## config.mk

```make
export PLATFORM = sky130hd
export DESIGN_NAME = mac_stream_ctrl
export DESIGN_NICKNAME = d
export VERILOG_FILES = /design/src/rtl/mac_stream_pkg.sv /design/src/rtl/mac_result_fifo.sv /design/src/rtl/mac_result_fifo_chk.sv /design/src/rtl/mac_stream_ctrl.sv
export SDC_FILE = /design/constraint.sdc
export NUM_CORES = 1
export LEC_CHECK = 0
export ABC_AREA = 0
export BUFFER_PORTS_ARGS = -buffer_cell sky130_fd_sc_hd__buf_4
export CORE_MARGIN = 10
export CORE_UTILIZATION = 55
export CTS_CLUSTER_DIAMETER = 120
export DETAILED_ROUTE_END_ITERATION = 16
export PLACE_DENSITY = 0.86
export SLEW_MARGIN = 10
export SYNTH_ARGS = -nofsm -noshare
export SYNTH_HDL_FRONTEND = slang
export SYNTH_SLANG_ARGS = --single-unit
```

## constraint.sdc

```tcl
create_clock -name clk -period 6.5 [get_ports clk]
set_clock_uncertainty 0.1 [all_clocks]
set_input_delay 0.975 -clock clk [delete_from_list [all_inputs] [get_ports clk]]
set_output_delay 0.975 -clock clk [all_outputs]
set_load 0.02 [all_outputs]
```

## src/rtl/mac_stream_pkg.sv

```systemverilog
// Shared defaults, result type and count-width helper for the MAC stream controller.
package mac_stream_pkg;

    localparam int BITS_DEF  = 32;
    localparam int LAT_DEF   = 4;
    localparam int DEPTH_DEF = 8;

    typedef logic [2*BITS_DEF-1:0] result_t;

    // Occupancy counters must represent 0..depth inclusive.
    function automatic int cnt_width(input int depth);
        return $clog2(depth) + 1;
    endfunction

endpackage

```

## src/rtl/mac_result_fifo.sv

```systemverilog
// Synchronous result FIFO with a registered head (rd_data/rd_valid) and occupancy count.
module mac_result_fifo
    import mac_stream_pkg::*;
#(
    parameter int DEPTH = DEPTH_DEF,
    parameter int WIDTH = 2*BITS_DEF
) (
    input  logic                        clk,
    input  logic                        rst,
    input  logic                        wr_en,
    input  logic [WIDTH-1:0]            wr_data,
    input  logic                        rd_en,
    output logic                        rd_valid,
    output logic [WIDTH-1:0]            rd_data,
    output logic [cnt_width(DEPTH)-1:0] count
);

    localparam int CW = cnt_width(DEPTH);
    localparam int PW = $clog2(DEPTH);

    logic [WIDTH-1:0] mem_r [DEPTH];
    logic [PW-1:0]    wr_ptr_r;
    logic [PW-1:0]    rd_ptr_r;
    logic [PW-1:0]    rd_ptr_nxt_s;
    logic [CW-1:0]    count_r;
    logic [CW-1:0]    count_nxt_s;
    logic             rd_valid_r;
    logic [WIDTH-1:0] rd_data_r;
    logic [WIDTH-1:0] head_nxt_s;
    logic             pop_s;

    // Next pointer/count and the value that becomes the head after this edge.
    always_comb begin
        pop_s        = rd_en && rd_valid_r;
        rd_ptr_nxt_s = rd_ptr_r + PW'(pop_s);
        count_nxt_s  = count_r + CW'(wr_en) - CW'(pop_s);
        if (wr_en && (wr_ptr_r == rd_ptr_nxt_s)) begin
            head_nxt_s = wr_data;
        end else begin
            head_nxt_s = mem_r[rd_ptr_nxt_s];
        end
    end

    // Storage array; contents need no reset because count gates visibility.
    always_ff @(posedge clk) begin
        if (wr_en) begin
            mem_r[wr_ptr_r] <= wr_data;
        end
    end

    // Pointers, occupancy and registered head.
    always_ff @(posedge clk or posedge rst) begin
        if (rst) begin
            wr_ptr_r   <= '0;
            rd_ptr_r   <= '0;
            count_r    <= '0;
            rd_valid_r <= 1'b0;
            rd_data_r  <= '0;
        end else begin
            wr_ptr_r   <= wr_ptr_r + PW'(wr_en);
            rd_ptr_r   <= rd_ptr_nxt_s;
            count_r    <= count_nxt_s;
            rd_valid_r <= (count_nxt_s != '0);
            if (count_nxt_s != '0) begin
                rd_data_r <= head_nxt_s;
            end
        end
    end

    assign rd_valid = rd_valid_r;
    assign rd_data  = rd_data_r;
    assign count    = count_r;

    mac_result_fifo_chk #(.DEPTH(DEPTH), .CW(CW)) u_chk (
        .clk   (clk),
        .rst   (rst),
        .wr_en (wr_en),
        .count (count_r)
    );

endmodule

```

## src/rtl/mac_result_fifo_chk.sv

```systemverilog
// Protocol checker for mac_result_fifo: a write must never land on a full FIFO.
module mac_result_fifo_chk #(
    parameter int DEPTH = 8,
    parameter int CW    = 4
) (
    input logic          clk,
    input logic          rst,
    input logic          wr_en,
    input logic [CW-1:0] count
);

    a_no_write_when_full: assert property (
        @(posedge clk) disable iff (rst) !(wr_en && (count == CW'(DEPTH)))
    ) else $error("mac_result_fifo: write while full");

endmodule

```

## src/rtl/mac_stream_ctrl.sv

```systemverilog
// Valid/ready front-end and credit-protected result buffer for a fixed-latency MAC pipeline.
// Optional macro MAC_OPERAND_GATE_EN zeroes mac_a/mac_b/mac_ci in cycles without an accept.
module mac_stream_ctrl
    import mac_stream_pkg::*;
#(
    parameter int BITS  = BITS_DEF,
    parameter int LAT   = LAT_DEF,
    parameter int DEPTH = DEPTH_DEF
) (
    input  logic              clk,
    input  logic              rst,
    input  logic              in_valid,
    output logic              in_ready,
    input  logic [BITS-1:0]   in_a,
    input  logic [BITS-1:0]   in_b,
    input  logic [2*BITS-1:0] in_ci,
    output logic [BITS-1:0]   mac_a,
    output logic [BITS-1:0]   mac_b,
    output logic [2*BITS-1:0] mac_ci,
    input  logic [2*BITS-1:0] mac_o,
    output logic              out_valid,
    input  logic              out_ready,
    output logic [2*BITS-1:0] out_data,
    output logic              busy
);

    localparam int CW = cnt_width(DEPTH);

    logic [LAT-1:0] vld_r;
    logic [CW-1:0]  fifo_count_s;
    logic [CW:0]    inflight_s;
    logic           fire_s;

    // Credits: everything in flight already owns a FIFO slot, so only registered state is used.
    always_comb begin
        inflight_s = '0;
        for (int i = 0; i < LAT; i++) begin
            inflight_s = inflight_s + (CW+1)'(vld_r[i]);
        end
        in_ready = (((CW+1)'(fifo_count_s) + inflight_s) < (CW+1)'(DEPTH));
        fire_s   = in_valid && in_ready;
    end

    // Operand drive toward the pipeline, sampled on the same edge as the accept.
    always_comb begin
`ifdef MAC_OPERAND_GATE_EN
        if (fire_s) begin
            mac_a  = in_a;
            mac_b  = in_b;
            mac_ci = in_ci;
        end else begin
            mac_a  = '0;
            mac_b  = '0;
            mac_ci = '0;
        end
`else
        mac_a  = in_a;
        mac_b  = in_b;
        mac_ci = in_ci;
`endif
    end

    // Token tracker mirroring the pipeline stages.
    always_ff @(posedge clk or posedge rst) begin
        if (rst) begin
            vld_r <= '0;
        end else begin
            vld_r[0] <= fire_s;
            for (int i = 1; i < LAT; i++) begin
                vld_r[i] <= vld_r[i-1];
            end
        end
    end

    mac_result_fifo #(.DEPTH(DEPTH), .WIDTH(2*BITS)) u_fifo (
        .clk      (clk),
        .rst      (rst),
        .wr_en    (vld_r[LAT-1]),
        .wr_data  (mac_o),
        .rd_en    (out_ready),
        .rd_valid (out_valid),
        .rd_data  (out_data),
        .count    (fifo_count_s)
    );

    assign busy = (|vld_r) || (fifo_count_s != '0);

endmodule

```

==> metrics.txt <==
layout cells sized above 1 about a fifth; Fin. Hold Viols 0; Post-synth EDFFs 512; Ports ~390; Post-Syn Area per Cell approximately 16 sq um; crit-path max cell delay approximately 0.96 ns; total global routing overflow 0; Yosys reg bits slightly below 600; die height 231 um; CTS resizes 0; Power Density around 510 nW/um^2; Syn Nets between 1500 and 2000; Tot Pwr around 14 mW; Clock power frac between 20% and 30%; NumNets Final roughly 1700; Syn. warnings 0; Die Area 53200 sq um; placed insts approximately 2000; clock transition at the registers of the reported paths around 0.060 ns; sequential share of the synthesized area 71.1%; HPWL after DPL roughly 36 mm; drt first pass iters 6; global-route wire length before repair 89.3 mm; Req. time, crit path 6.87 ns; post-synthesis mux area share 11.3%; Net Switching between 4 and 5 mW; Worst Max-Slew Pin Slew about 1.2 ns; adder-cell area share of the yosys netlist less than 1%; # port buffers between 100 and 150; initial antenna violation count 2; Final Cell Area 26800 sq um; crit-path max FO 53; synthesized cell area ~24000 sq um; pre-CTS setup slack between 2 and 2.5 ns; Via Count around 13000; Routed Wire Length a little over 60 mm; Worst Setup Start Kind input pin; internal power 8.93 mW; P&R area growth vs syn 10.0%; Synth Area in Simple Gates between 7 and 8%; kind of critical path in2reg; Flop pwr share a little under two fifths; DRC errors left 0; Iter 0 DRT Violations approximately 1500; Top delay family on crit path multiplexers; status finished, final reports clean; largest family of logic cells by synthesized area multiplexers; CTS root buf clkbuf_16; antenna-violating nets left 0; fmax between 0.2 and 0.3 GHz; Post-Synth XOR/XNOR Area less than 1%; Post-CTS Repair Setup Buffers 0; Hold Crit Class reg2reg; Core Rows just under 80; Top FF cell, synth edfxtp_1; Compound-Gate Fraction of Synth Area under 10%; asr flop ratio synth 13.4%; worst vdd ir 0.479 mV; placed inst area around 25000 sq um; Lkg Pwr between 9 and 10 nW; worst path bufs/invs 4; crit path time final around 4.0 ns; Setup WS post-layout ~2.5 ns; CTS Buf Count 54; gr usage total 22.5%; part of the cycle the worst path needs roughly three fifths; slew margin rel. between 10% and 20%; CP cell instances buf_4 > and2_1 > ha_1 > inv_1 > ha_1 > inv_1 > fa_1 > xnor2_1 > nor4_1 > mux2i_4 > buf_12 > nor2_1 > a31oi_1; Min Hold Slack 0.294 ns; TNS Setup 0 ns; endpoints failing setup 0; Initial Util a little under three fifths; Clk Latency, worst-skew pair 0.57 ns; MaxCap Viol Count 0; Core ar. about 44000 sq um; unrepaired setup endpoints after global routing false; critical path arrival roughly 4.4 ns; synthesized instance count 1509; placer congestion estimate about 0.8; number of global-route vias before repair 13218; H-tree depth 2; Final Core Density about three fifths; Slew Viols, Final 0; Layout fillers 2978; CTS tree built; largest net degree at the start of global routing 106; cts hold-fix bufs 0; CP endpoint kind flop; vias per std cell 6.12; synth unique cells 35; Gate power share a little under two fifths; slowest stage cell, crit path mux2i_4; clock net sink count 591; Die Width between 200 and 250 um; fin cells 2144; Routed WL per cell roughly 28 um; Sw Ratio about a third; CTS Buffer Depth 3
==> routing by layer <==
metal | routed length [um] | global-route usage [%]
met2 | 32900 | 40.8
met1 | 19800 | 24.1
met4 | 2840 | 10.1
met5 | 20 | 0
met3 | 5530 | 5.91
==> worst reg2reg max path: stages, from the launching register on <==
cell     delay [ns]
dfrtp_1        0.39
and2_1         0.18
ha_1           0.28
inv_1          0.09
ha_1           0.20
inv_1          0.08
fa_1           0.41
xnor2_1        0.24
nor4_1         0.11
mux2i_4        0.97
buf_12         0.36
nor2_1         0.14
a31oi_1        0.22
==> registers in the layout, summed over array words and instances, names as in the netlist <==
signal and count:
u_fifo.mem_r 512, u_fifo.rd_data 64, u_fifo.count 4, vld_r 4, u_fifo.rd_ptr_r 3, u_fifo.wr_ptr_r 3
u_fifo.rd_valid 1
==> cell usage in the layout (no fill, tap or decap), types with 2 or more instances in the layout <==
cell	instances
clkbuf_8	11
or3_1	63
and3_1	63
ha_1	11
ha_4	2
nand2_1	66
a31oi_1	63
nor2_4	6
o21ai_1	11
dfrtp_1	79
a21oi_1	3
inv_1	10
nand2b_1	3
diode_2	2
o21ai_0	52
mux4_2	65
fa_1	2
buf_4	156
xor2_1	3
clkbuf_16	55
buf_12	3
nand3_1	64
nor4_1	3
clkbuf_1	18
nor2_1	64
and2_1	2
mux2i_1	127
xnor2_1	2
nor3_2	2
a21o_1	2
clkinv_2	7
edfxtp_1	512
bufinv_16	7
==> cells in the mapped netlist, types with 17 or more instances <==
cell type	n	area, sq um
and3_1	63	394
or3_1	63	394
nand2_1	66	248
dfrtp_1	79	1980
nor2_1	70	263
buf_4	140	1050
mux2i_1	128	1280
edfxtp_1	512	15400
clkbuf_1	46	173
a31oi_1	63	394
mux4_2	65	1460
o21ai_0	52	260
buf_2	17	85.1
nand3_1	64	320
==> cell families after synthesis <==
kind of cell             after synthesis
flip-flops                           591
AND/OR/NAND/NOR                      339
buffers and inverters                231
multiplexers                         194
AO/OA/AOI/OAI                        132
adder cells (fa/ha/maj)               15
XOR/XNOR                               7
==> power groups by stage <==
stage	Sequential [mW]	Combinational [mW]	Clock [mW]
2_1_floorplan	5.36	3.65	0
3_3_place_gp	5.17	4.97	0
3_5_place_dp	5.20	5.15	0
4_1_cts	5.14	5.22	3.31
5_1_grt	5.18	5.61	3.46
6_report	5.14	5.17	3.28
==> path summary, 6_finish.rpt <==
kind	from	end	slack, ns	depth (start not counted)
min	vld_r[2]$_DFF_PP0_	vld_r[3]$_DFF_PP0_	0.29	0
max	out_ready	u_fifo.rd_data[57]$_DFFE_PP0P_	2.52	13
min in group asynchronous	rst	u_fifo.rd_data[63]$_DFFE_PP0P_	0.41	2
max in group asynchronous	rst	vld_r[2]$_DFF_PP0_	4.76	3
min reg2reg	vld_r[2]$_DFF_PP0_	vld_r[3]$_DFF_PP0_	0.29	0
max reg2reg	u_fifo.rd_valid$_DFF_PP0_	u_fifo.rd_data[57]$_DFFE_PP0P_	2.64	12
==> layout make-up <==
class                           instances  area [sq um]  area share, %
Antenna cell                            2          5.00         0.0186
Clock buffer                           84          1600           5.94
Clock inverter                         17           269           1.00
Inverter                               12          48.8          0.182
Multi-Input combinational cell        687          5600           20.9
Sequential cell                       591         17400           64.7
Tap cell                              592           741           2.76
Timing Repair Buffer                  159          1230           4.59
(Power assumes the default switching activity.)
